--- config.mk ---
export PLATFORM = sky130hd
export DESIGN_NAME = mac_accumulator
export DESIGN_NICKNAME = d
export VERILOG_FILES = /design/src/rtl/mac_accumulator_pkg.sv /design/src/rtl/mac_saturate.sv /design/src/rtl/mac_accumulator.sv
export SDC_FILE = /design/constraint.sdc
export NUM_CORES = 1
export LEC_CHECK = 0
export BUFFER_PORTS_ARGS = -buffer_cell sky130_fd_sc_hd__buf_2
export CORE_UTILIZATION = 65
export CTS_BUF_LIST = sky130_fd_sc_hd__clkbuf_16
export DETAILED_ROUTE_END_ITERATION = 7
export PLACE_DENSITY = 0.92
export SYNTH_ARGS = -nofsm -noshare
export SYNTH_HDL_FRONTEND = slang
export SYNTH_HIERARCHICAL = 1
export SYNTH_SLANG_ARGS = --single-unit
--- constraint.sdc ---
create_clock -name clk -period 5.5 [get_ports clk]
set_input_delay 0.55 -clock clk [delete_from_list [all_inputs] [get_ports clk]]
set_output_delay 0.55 -clock clk [all_outputs]
set_load 0.05 [all_outputs]
--- src/rtl/mac_accumulator_pkg.sv ---
// Shared defaults, FSM encoding and saturation limits for the MAC accumulator.
package mac_accumulator_pkg;

    localparam int unsigned DATA_W_DEF = 16;
    localparam int unsigned FRAC_W_DEF = 8;
    localparam int unsigned ACC_W_DEF  = 40;
    localparam int unsigned CNT_W_DEF  = 8;

    // 2-bit state encoding, fixed so debug dumps decode consistently
    typedef enum logic [1:0] {
        ST_IDLE  = 2'd0,
        ST_ACCUM = 2'd1,
        ST_DRAIN = 2'd2,
        ST_OUT   = 2'd3
    } mac_state_e;

    // Clamp limits for the default DATA_W
    localparam logic [DATA_W_DEF-1:0] SAT_MAX_DEF = 16'h7FFF;
    localparam logic [DATA_W_DEF-1:0] SAT_MIN_DEF = 16'h8000;

endpackage

--- src/rtl/mac_saturate.sv ---
// Combinational signed clamp from ACC_W to DATA_W.
module mac_saturate
    import mac_accumulator_pkg::*;
#(
    parameter int unsigned DATA_W = DATA_W_DEF,
    parameter int unsigned ACC_W  = ACC_W_DEF
) (
    input  logic [ACC_W-1:0]  acc_i,
    output logic [DATA_W-1:0] sat_c_o
);

    localparam int unsigned HI_W = ACC_W - DATA_W + 1;

    logic [HI_W-1:0] hi_c;
    logic            in_range_c;

    // Value fits when all bits from the result sign bit upward agree
    assign hi_c       = acc_i[ACC_W-1:DATA_W-1];
    assign in_range_c = (hi_c == '0) || (hi_c == '1);

    // Pass through in range, otherwise clamp toward the accumulator's sign
    always_comb begin
        sat_c_o = acc_i[DATA_W-1:0];
        if (!in_range_c) begin
            if (acc_i[ACC_W-1]) begin
                sat_c_o = {1'b1, {(DATA_W-1){1'b0}}};
            end else begin
                sat_c_o = {1'b0, {(DATA_W-1){1'b1}}};
            end
        end
    end

endmodule

--- src/rtl/mac_accumulator.sv ---
// Multiply-accumulate stage feeding the activation unit: sums cfg_len
// Q-format weight*input products, saturates and holds under valid/ready.
// Optional build macro: MAC_BIAS_EN (adds bias_in, preloaded into acc on start).
module mac_accumulator
    import mac_accumulator_pkg::*;
#(
    parameter int unsigned DATA_W = DATA_W_DEF,
    parameter int unsigned FRAC_W = FRAC_W_DEF,
    parameter int unsigned ACC_W  = ACC_W_DEF,
    parameter int unsigned CNT_W  = CNT_W_DEF
) (
    input  logic              clk,
    input  logic              rst,
    input  logic              start,
    input  logic [CNT_W-1:0]  cfg_len,
`ifdef MAC_BIAS_EN
    input  logic [DATA_W-1:0] bias_in,
`endif
    input  logic              in_valid,
    output logic              in_ready,
    input  logic [DATA_W-1:0] in_data,
    input  logic [DATA_W-1:0] in_weight,
    output logic              out_valid,
    input  logic              out_ready,
    output logic [DATA_W-1:0] out_data,
    output logic              busy
);

    localparam int unsigned PROD_W = 2 * DATA_W;

    mac_state_e        state_q, state_d;
    logic [CNT_W-1:0]  cnt_q, cnt_d;
    logic [ACC_W-1:0]  acc_q, acc_d;
    logic [ACC_W-1:0]  prod_q, prod_d;
    logic              prod_vld_q, prod_vld_d;
    logic              in_ready_q, in_ready_d;
    logic              out_valid_q, out_valid_d;
    logic [DATA_W-1:0] out_data_q, out_data_d;
    logic              busy_q, busy_d;

    logic signed [PROD_W-1:0] prod_full_c;
    logic signed [PROD_W-1:0] prod_shift_c;
    logic [ACC_W-1:0]         prod_ext_c;
    logic [ACC_W-1:0]         start_acc_c;
    logic [ACC_W-1:0]         acc_sum_c;
    logic [ACC_W-1:0]         sat_in_c;
    logic [DATA_W-1:0]        sat_c;
    logic                     hs_c;

    // Fixed-point product: full-width signed multiply, rescale, sign-extend
    assign prod_full_c  = PROD_W'($signed(in_data)) * PROD_W'($signed(in_weight));
    assign prod_shift_c = prod_full_c >>> FRAC_W;
    assign prod_ext_c   = {{(ACC_W-PROD_W){prod_shift_c[PROD_W-1]}}, prod_shift_c};

    // Accumulator start value: sign-extended bias or zero
`ifdef MAC_BIAS_EN
    assign start_acc_c = {{(ACC_W-DATA_W){bias_in[DATA_W-1]}}, bias_in};
`else
    assign start_acc_c = '0;
`endif

    // Stage-2 sum and the value the clamp sees on the cycle the result is captured
    assign acc_sum_c = acc_q + (prod_vld_q ? prod_q : '0);
    assign sat_in_c  = (state_q == ST_IDLE) ? start_acc_c : acc_sum_c;
    assign hs_c      = in_valid && in_ready_q;

    mac_saturate #(
        .DATA_W (DATA_W),
        .ACC_W  (ACC_W)
    ) u_sat (
        .acc_i   (sat_in_c),
        .sat_c_o (sat_c)
    );

    // Next-state and registered-output logic
    always_comb begin
        state_d     = state_q;
        cnt_d       = cnt_q;
        acc_d       = acc_q;
        prod_d      = prod_q;
        prod_vld_d  = 1'b0;
        in_ready_d  = in_ready_q;
        out_valid_d = out_valid_q;
        out_data_d  = out_data_q;

        unique case (state_q)
            ST_IDLE: begin
                in_ready_d = 1'b0;
                if (start) begin
                    cnt_d = cfg_len;
                    acc_d = start_acc_c;
                    if (cfg_len == '0) begin
                        state_d     = ST_OUT;
                        out_valid_d = 1'b1;
                        out_data_d  = sat_c;
                    end else begin
                        state_d    = ST_ACCUM;
                        in_ready_d = 1'b1;
                    end
                end
            end
            ST_ACCUM: begin
                acc_d = acc_sum_c;
                if (hs_c) begin
                    prod_d     = prod_ext_c;
                    prod_vld_d = 1'b1;
                    cnt_d      = cnt_q - CNT_W'(1);
                    if (cnt_q == CNT_W'(1)) begin
                        in_ready_d = 1'b0;
                        state_d    = ST_DRAIN;
                    end
                end
            end
            ST_DRAIN: begin
                acc_d       = acc_sum_c;
                out_data_d  = sat_c;
                out_valid_d = 1'b1;
                state_d     = ST_OUT;
            end
            ST_OUT: begin
                if (out_ready) begin
                    out_valid_d = 1'b0;
                    state_d     = ST_IDLE;
                end
            end
            default: begin
                state_d = ST_IDLE;
            end
        endcase

        busy_d = (state_d != ST_IDLE);
    end

    // State and datapath registers
    always_ff @(posedge clk or negedge rst) begin
        if (!rst) begin
            state_q     <= ST_IDLE;
            cnt_q       <= '0;
            acc_q       <= '0;
            prod_q      <= '0;
            prod_vld_q  <= 1'b0;
            in_ready_q  <= 1'b0;
            out_valid_q <= 1'b0;
            out_data_q  <= '0;
            busy_q      <= 1'b0;
        end else begin
            state_q     <= state_d;
            cnt_q       <= cnt_d;
            acc_q       <= acc_d;
            prod_q      <= prod_d;
            prod_vld_q  <= prod_vld_d;
            in_ready_q  <= in_ready_d;
            out_valid_q <= out_valid_d;
            out_data_q  <= out_data_d;
            busy_q      <= busy_d;
        end
    end

    assign in_ready  = in_ready_q;
    assign out_valid = out_valid_q;
    assign out_data  = out_data_q;
    assign busy      = busy_q;

endmodule

==> results of run 1 <==
cell usage in the layout (no fill, tap or decap), types with 8 or more instances in the layout:
cell type  netlist  final
and3_1           9      9
a21o_1          29     29
xor2_1          24     24
o21ai_0         80     70
and2_1         141    136
fa_1           262    254
mux2i_1         16     16
nand4_1         17     17
mux2_2          16     16
nand3_1         19     18
buf_2            2     45
nor2b_1         10     10
inv_1          336    328
o21ai_1         10     15
buf_4            0    139
xnor2_1         44     41
nor2_1          76     73
nand2_1        214    210
a21oi_1         59     52
a21oi_2          2      9
ha_1           124    115
buf_6            2     15
dfrtp_1         94     94
nand2b_1        10     10
fa_2             0      8
o21bai_1        10      8
nor3_1          19     17
clkbuf_16        0      9
metal layers:
layer  share of wire  up-vias  track usage
met5               0        -     0.008282
met4           0.068        0       0.1708
met3           0.092      281      0.06478
met2            0.48      878       0.6176
met1            0.36     6601       0.4272
li1                -     5884            -
cell type report:
type,instances,area [um^2]
Sequential cell,94,2352
Fill cell,1371,5510
Inverter,336,1264
Multi-Input combinational cell,1281,12320
Timing Repair Buffer,208,1558
Tap cell,319,399.1
Clock inverter,7,120.1
Clock buffer,9,225.2
worst register-to-register path, cell delays in order, from the launching register on:
cell and delay, ns:
dfrtp_1 0.38, buf_4 0.20, and2_1 0.16, ha_1 0.20
fa_1 0.42, a21o_1 0.19, a21oi_1 0.25, o21ai_1 0.20
a41oi_1 0.32, o311ai_4 0.21, a31oi_1 0.39, a21oi_1 0.15
xnor2_1 0.25, nor2_1 0.10, nand4_1 0.11, nor3_1 0.08
a2bb2oi_2 0.80, mux2i_1 0.25, mux2_2 0.31
logic make-up after synthesis:
| kind of cell | share of synthesized area |
|---|---|
| AND/OR/NAND/NOR | 0.1657 |
| adder cells (fa/ha/maj) | 0.4273 |
| XOR/XNOR | 0.03744 |
| buffers and inverters | 0.09621 |
| AO/OA/AOI/OAI | 0.1040 |
| flip-flops | 0.1479 |
| multiplexers | 0.02140 |
flip-flops by register name (all words and copies together), names as in the netlist:
| register | count |
|---|---|
| prod_q | 24 |
| out_data | 16 |
| in_ready | 1 |
| prod_vld_q | 1 |
| state_q | 2 |
| out_valid | 1 |
| busy | 1 |
| cnt_q | 8 |
| acc_q | 40 |
final timing paths:
path | cells after the start | end | startpoint
max | 21 | prod_q[23] | in_data[14]
min | 1 | acc_q[35] | rst
max reg2reg | 18 | out_data[3] | prod_vld_q
min reg2reg | 2 | prod_q[19] | prod_q[19]
max in group asynchronous | 2 | prod_q[8] | rst
min in group clk | 2 | cnt_q[0] | cfg_len[0]
stage by stage:
stage	utilization	hold WS, ns
2_1_floorplan	-	0.2544
3_3_place_gp	0.7379	0.4578
3_5_place_dp	0.7379	0.4633
4_1_cts	0.7602	0.2232
5_1_grt	0.7680	0.2459
6_report	0.7680	0.1909
synthesized netlist by cell type (all sizes together) (3+ instances only):
| cell type | instances |
|---|---|
| o311ai | 3 |
| o21ai | 90 |
| nor3b | 5 |
| nor3 | 19 |
| a211oi | 3 |
| nand2b | 10 |
| o31ai | 6 |
| o21bai | 10 |
| mux2i | 16 |
| a31oi | 7 |
| a41oi | 3 |
| a31o | 3 |
| and2 | 141 |
| a21oi | 61 |
| nor2 | 76 |
| a21o | 29 |
| or2 | 5 |
| and3 | 10 |
| nand2 | 214 |
| clkbuf | 61 |
| nor4 | 7 |
| nor2b | 10 |
| o21a | 5 |
| xor2 | 24 |
| nand4 | 17 |
| xnor2 | 44 |
| fa | 262 |
| inv | 336 |
| mux2 | 16 |
| a2111oi | 3 |
| buf | 6 |
| nand3 | 19 |
| o22ai | 8 |
| ha | 124 |
| o211ai | 3 |
| dfrtp | 94 |
| or4 | 5 |
timing repair:
item                                    in CTS  in global routing
buffers inserted                             7                  4
resized for setup                           38                 48
pin swaps                                   16                 32
endpoints found under the hold margin        0                  0
endpoints found under the setup margin      19                 21
==> out/metrics.cfg, run 1 <==
[status]
run_status = complete, but fails checks
violations = setup timing

[place]
port_buffers = 63
place_ws_ns = -1.109
hpwl_um = 34030
gp_congestion = 0.9327
dp_cells = 2228
placed_area_mm2 = 0.01753

[hold_path]
hold_class = input port to asynchronous set/reset pin

[logic_synthesis]
avgSynthCellArea_um2 = 8.946
synth_nets = 2209
post_synth_instance_area_mm2 = 0.01591
synth_top_cell_by_area = fa_1
synthFlopType = dfrtp_1
ys_warn_count = 6
ys_async_sr_fraction = 1.000
synth-seq-area-share = 0.1479
synthTopCellsByArea = fa_1 33%, dfrtp_1 15%, ha_1 9.8%, inv_1 7.9%, and2_1 5.5%
ys_ff_latch = 94
syn_inst = 1778
synth_cell_types = 68
netlist.area_leader.share = 0.3298
synth_edf_count = 0

[floorplanning]
die_h_um = 158.4
start_util = 0.6696
dieWidth_um = 158.4
std_cell_rows = 56
die_area_mm2 = 0.02510
core_mm2 = 0.02375
ios = 64

[worst_setup_path]
worstPathRequired_ns = 5.77
cp-start-kind = input port
arrival_ns = 6.53
crit_buf_inv = 5
r2r_slack_ns = 0.41
crit_top_cell = fa_1
cp_slowest_stage_delay_ns = 0.67
path_cells = buf_2 -> and2_1 -> fa_1 -> inv_1 -> fa_1 -> inv_1 -> fa_1 -> inv_1 -> fa_1 -> fa_1 -> fa_1 -> inv_2 -> ha_4 -> nand4_1 -> or2_4 -> nor3_4 -> o21ai_4 -> a31oi_4 -> o21ai_2 -> or4_1 -> o211ai_1
cpMaxStageDelayCell = fa_1
cp_max_fo = 7
end_kind = flip-flop
path_class = input port to flip-flop
cp_top_family = adder cells

[timing]
finalHoldViolCount = 0
fin_ws_ns = -0.7677
slew_headroom = 0.2952
fin_setup_tns_ns = -10.42
setup_viol = 21
period_share = 1.140
slew_viol_final = 0
finClkSkew_ns = 0.01215
max_clock_freq_mhz = 159.5
rsz0062_at_grt = yes
tightestPinTransition_ns = 1.054
min_period_ns = 6.268

[route]
wl_per_cell_um = 20.57
wl_um = 46360
drc = 0
firstDrtPassIters = 7
drtAntennaViolNets = 0
viasPerCell = 6.053
num_vias = 13640
drt_iter0_drc = 1420

[clock_network]
postCtsHoldBufs = 0
clkLatencyLatePin_ns = 0.35
cts_root_buf = clkbuf_16
ctsLongestPathBuffers = 2
tritoncts = built
path_clk_slew_ns = 0.07
h-tree-depth = 3
cts.sinks = 94
cts_buffers = 9

[cells_and_area]
diodes = 0
final_cell_area_mm2 = 0.01824
drive_gt1_frac = 0.1669
areaGrowthSynthToFinish_pct = 14.69
nets = 2361
fin_cells = 2254

[global_routing]
antenna_found_initial = 0
grt_pass1_wl_um = 68860
grt_max_degree = 52
grt_pass1_vias = 14120
grt.total_usage = 0.3559
overflow = 0

[flow_run]
maxCapViolations = 0

Power of run 1 is not shown: default switching activity piles up to over one toggle a cycle in this logic, so the estimate is an artifact.
==> run 2, diff against run 1 <==
- CORE_UTILIZATION: 65 -> 49
- GPL_TIMING_DRIVEN: not set -> 0
- PLACE_DENSITY: 0.92 -> 0.76
==> out/metrics.cfg, run 2 (synthesis results as in run 1) <==
[status]
run_status = complete, but fails checks
violations = setup timing

[place]
place_ws_ns = -1.238  ; -0.1288 ns
hpwl_um = 31960  ; -6.1%
port_buffers = 63  ; unchanged
placed_area_mm2 = 0.01697  ; -3.2%
gp_congestion = 0.9349  ; +0.24%

[route]
drtAntennaViolNets = 0  ; unchanged
num_vias = 12490  ; -8.4%
wl_per_cell_um = 17.19  ; -16%
viasPerCell = 5.436  ; -10%
wl_um = 39500  ; -15%
drt_iter0_drc = 961  ; -32%
firstDrtPassIters = 5  ; -2
drc = 0  ; unchanged

[cells_and_area]
layout_common_cells = 325 x inv_1, 254 x fa_1, 211 x nand2_1
largest_reg_flops = 40  ; unchanged
layout_commonest_cell = inv_1
diodes = 0  ; unchanged
areaGrowthSynthToFinish_pct = 13.36
nets = 2322  ; -1.7%
drive_gt1_frac = 0.1319  ; -0.03507
fin_util = 0.5684  ; -0.1996
top_register = acc_q
final_cell_area_mm2 = 0.01803  ; -1.2%

[clock_network]
tritoncts = built
postCtsHoldBufs = 0  ; unchanged
cts_buffers = 9  ; unchanged
clkLatencyLatePin_ns = 0.36  ; about the same
cts_root_buf = clkbuf_16
cts.sinks = 94  ; unchanged
path_clk_slew_ns = 0.07  ; about the same
h-tree-depth = 3  ; unchanged
ctsLongestPathBuffers = 2  ; unchanged

[worst_setup_path]
r2r-end = out_data[13]
cpMaxStageDelayCell = fa_1
r2r_slack_ns = 0.45  ; +0.04 ns
cp_slowest_stage_delay_ns = 0.57  ; -0.10 ns
arrival_ns = 6.15  ; -0.38 ns
cp-start-kind = input port
regToRegStartpoint = prod_vld_q
crit_path_end = prod_q[20]
path_class = input port to flip-flop
worstPathRequired_ns = 5.73  ; -0.04 ns
crit_top_cell = fa_1
reg2reg_depth = 20  ; +2
path_cells = buf_4 -> clkbuf_8 -> and2_4 -> fa_1 -> inv_1 -> fa_1 -> fa_2 -> fa_1 -> inv_2 -> fa_1 -> inv_2 -> fa_1 -> inv_2 -> ha_4 -> or4_4 -> o21bai_1 -> o211ai_1 -> buf_4 -> nor3_4 -> o21ai_2 -> a31oi_4 -> a211o_1 -> a31o_1
cp_max_fo = 7  ; unchanged
end_kind = flip-flop
crit_start = in_weight[6]

[hold_path]
hold_class = input port to asynchronous set/reset pin

[flow_run]
maxCapViolations = 0  ; unchanged

[floorplanning]
std_cell_rows = 65  ; +16%
start_util = 0.5015  ; -0.1682
die_h_um = 182.2  ; +15%
die_area_mm2 = 0.03318  ; +32%
dieWidth_um = 182.2  ; +15%
core_mm2 = 0.03172  ; +34%
ios = 64  ; unchanged

[global_routing]
antenna_found_initial = 0  ; unchanged
grt_max_degree = 59  ; +13%
grt.total_usage = 0.2465  ; -0.1094
overflow = 0  ; unchanged
grt_pass1_vias = 13190  ; -6.5%
grt_pass1_wl_um = 65450  ; -5.0%

[timing]
slew_viol_final = 0  ; unchanged
setup_viol = 16  ; -24%
period_share = 1.075  ; -0.06440
rsz0062_at_grt = yes
max_clock_freq_mhz = 169.1  ; +6.0%
finClkSkew_ns = 0.01493  ; +0.002773 ns
slew_headroom = 0.3618  ; +0.06659
finalHoldViolCount = 0  ; unchanged
tightestPinTransition_ns = 0.9529  ; -0.1010 ns
fin_ws_ns = -0.4135  ; +0.3542 ns
min_period_ns = 5.914  ; -0.3542 ns

==> run 2: cell count changes in the layout (fill, tap and decap cells not counted), moves of 5 or more <==
cell and change:
buf_4 -95, clkbuf_1 +31, clkbuf_8 +12, clkbuf_2 +6
buf_6 -5, clkbuf_16 +5
==> run 2: layout make-up <==
cell class	count	area, um^2
Clock inverter	7	75.07
Multi-Input combinational cell	1281	12310
Clock buffer	9	225.2
Inverter	336	1267
Fill cell	2728	13690
Buffer	66	543.0
Tap cell	402	503.0
Timing Repair Buffer	103	755.7
Sequential cell	94	2352
==> run 2: per-layer routing <==
layer,wire length (um),global-route usage,share of wire,vias up
li1,-,-,-,5812
met1,16980,0.3233,0.43,6188
met2,18680,0.4179,0.47,415
met3,2669,0.04011,0.068,78
met4,1176,0.07731,0.030,0
met5,0,0,0,-
==> run 2: worst min-delay path by stage <==
stage                from         end  depth (start not counted)
6_report              rst        busy                          1
5_1_grt               rst        busy                          1
4_1_cts               rst   out_valid                          1
3_5_place_dp    prod_q[7]   prod_q[7]                          2
3_3_place_gp   prod_q[13]  prod_q[13]                          2
2_1_floorplan         rst    acc_q[0]                          0
==> run 2: critical path, delay by kind of cell <==
kind | cells | cell delay, ns
AND/OR/NAND/NOR | 3 | 0.61
adder cells (fa/ha/maj) | 7 | 3.12
AO/OA/AOI/OAI | 6 | 1.17
buffers and inverters | 7 | 0.68
==> run 2: timing repair <==
item                                   4_1_cts  5_1_grt
setup endpoints to repair                   20       30
setup buffers                               29        9
resized for setup                           97       32
endpoints found under the hold margin        0        0
pin swaps                                   45       13
cloned                                       1        0
==> run 2: metrics by stage <==
step           setup TNS [ns]  hold WS (ns)  cells
2_1_floorplan          -2.821        0.2544   1778
3_3_place_gp           -16.25        0.4563   2243
3_5_place_dp           -18.97        0.4641   2244
4_1_cts                -2.945        0.1841   2289
5_1_grt                -8.081        0.1975   2298
6_report               -4.623        0.1607   2298
Power of run 2 is left out for the same reason.
==> run 3, diff against run 2 <==
- PLACE_DENSITY: 0.76 -> 0.78
- clock period: 5.5 -> 5.19 ns (I/O delays scaled with it)
==> out/metrics.cfg, run 3 (synthesis results as in run 1) <==
[clock_network]
tritoncts = built
h-tree-depth = 3  ; unchanged
cts_root_buf = clkbuf_16
path_clk_slew_ns = 0.07  ; about the same
clkLatencyLatePin_ns = 0.36  ; about the same
cts.sinks = 94  ; unchanged
ctsLongestPathBuffers = 2  ; unchanged
postCtsHoldBufs = 0  ; unchanged
cts_buffers = 9  ; unchanged

[global_routing]
grt_pass1_vias = 13170  ; -0.18%
antenna_found_initial = 1  ; +1
grt.total_usage = 0.2408  ; -0.005689
grt_max_degree = 50  ; -15%
grt_pass1_wl_um = 63970  ; -2.3%
overflow = 0  ; unchanged

[cells_and_area]
diodes = 0  ; unchanged
layout_commonest_cell = inv_1
areaGrowthSynthToFinish_pct = 14.42
nets = 2326  ; +0.17%
top_register = acc_q
drive_gt1_frac = 0.1395  ; +0.007617
largest_reg_flops = 40  ; unchanged
layout_common_cells = 319 x inv_1, 257 x fa_1, 206 x nand2_1
fin_cells = 2302  ; +0.17%
nFillCells = 2647  ; -3.0%

[timing]
slew_viol_final = 0  ; unchanged
period_share = 1.157
rsz0062_at_grt = yes
fin_setup_tns_ns = -10.56  ; -5.942 ns
setup_viol = 20  ; +4
finalHoldViolCount = 0  ; unchanged
min_period_ns = 6.002
fin_ws_ns = -0.8123  ; -0.3988 ns
holdWs_ns = 0.1785  ; +0.01775 ns
slew_headroom = 0.3587  ; -0.003050
tightestPinTransition_ns = 0.9562  ; +0.003255 ns
finClkSkew_ns = 0.01473  ; -0.0001928 ns
max_clock_freq_mhz = 166.6

[worst_setup_path]
path_cells = buf_12 -> clkbuf_16 -> buf_12 -> nand2_8 -> inv_4 -> fa_1 -> inv_2 -> fa_1 -> inv_2 -> fa_1 -> inv_2 -> fa_1 -> fa_1 -> fa_1 -> inv_2 -> ha_4 -> nand4_1 -> or2_4 -> nor3_4 -> o21ai_2 -> a31oi_4 -> o21ai_2 -> or4_1 -> o211ai_1
crit_top_cell = fa_1
cp_max_fo = 7  ; unchanged
cp_slowest_stage_delay_ns = 0.56  ; about the same
cp-start-kind = input port
worstPathRequired_ns = 5.46  ; -0.27 ns
end_kind = flip-flop
r2r_slack_ns = 0.33  ; -0.12 ns
path_class = input port to flip-flop
reg2reg_depth = 20  ; unchanged
regToRegStartpoint = prod_vld_q
r2r-end = out_data[7]
arrival_ns = 6.27  ; +0.12 ns
cpMaxStageDelayCell = fa_1

[place]
port_buffers = 63  ; unchanged
dp_cells = 2244  ; unchanged
place_ws_ns = -1.489  ; -0.2511 ns
hpwl_um = 31550  ; -1.3%
gp_congestion = 0.9335  ; -0.15%

[route]
wl_um = 38810  ; -1.7%
drt_iter0_drc = 865  ; -10%
firstDrtPassIters = 5  ; unchanged
drc = 0  ; unchanged
num_vias = 12620  ; +1.0%
viasPerCell = 5.483  ; +0.87%
drtAntennaViolNets = 0  ; unchanged
wl_per_cell_um = 16.86  ; -1.9%

[floorplanning]
core_mm2 = 0.03172  ; unchanged
die_h_um = 182.2  ; unchanged
ios = 64  ; unchanged
dieWidth_um = 182.2  ; unchanged
std_cell_rows = 65  ; unchanged
die_area_mm2 = 0.03318  ; unchanged
start_util = 0.5015  ; unchanged

[status]
violations = setup timing
run_status = complete, but fails checks

[flow_run]
maxCapViolations = 0  ; unchanged

[hold_path]
hold_class = input port to asynchronous set/reset pin

[run 3: how the worst max path moves through the flow]
stage               slack (ns)  depth (start not counted)         start    endpoint
finish                   -0.81                         24  in_weight[1]  prod_q[23]
global route             -0.97                         23  in_weight[5]  prod_q[23]
CTS                      -0.71                         26  in_weight[4]  prod_q[16]
detailed placement       -1.49                         23  in_weight[6]  prod_q[23]
global placement         -1.43                         23  in_weight[6]  prod_q[23]
floorplan                -0.68                         22  in_weight[1]  prod_q[23]
[run 3: cell type report]
class	count	area, um^2	share of cell area
well taps	402	503.0	0.02764
clock inverters	7	77.57	0.004263
repair buffers	106	838.3	0.04606
inverters	336	1267	0.06965
plain buffers	67	578.1	0.03176
multi-input cells	1281	12360	0.6790
clock buffers	9	225.2	0.01238
flip-flops and latches	94	2352	0.1293
[run 3: what timing repair did]
action	4_1_cts	5_1_grt
pin swaps	35	63
gates resized for setup	74	124
gates cloned	1	1
setup buffers	18	23
endpoints found under the setup margin	33	37
[run 3: critical path: cells and delay by family]
kind,cells,cell delay [ns]
AND/OR/NAND/NOR,5,1.27
adder cells (fa/ha/maj),7,3.31
AO/OA/AOI/OAI,4,0.56
buffers and inverters,8,0.61
[run 3: through the flow]
step	cell area (um^2)	utilization
after global placement	16940	0.5341
after floorplan	16120	-
after CTS	17750	0.5595
final	18200	0.5738
after global routing	18200	0.5738
after detailed placement	16970	0.5350
[run 3: layer usage]
layer,part of all wire,up-vias,track usage,routed length (um)
li1,-,5818,-,-
met1,0.42,6200,0.3119,16240
met2,0.47,492,0.3971,18240
met3,0.076,111,0.04051,2933
met4,0.036,2,0.1072,1390
met5,0.00033,-,0,13
Power of run 3 is left out for the same reason.
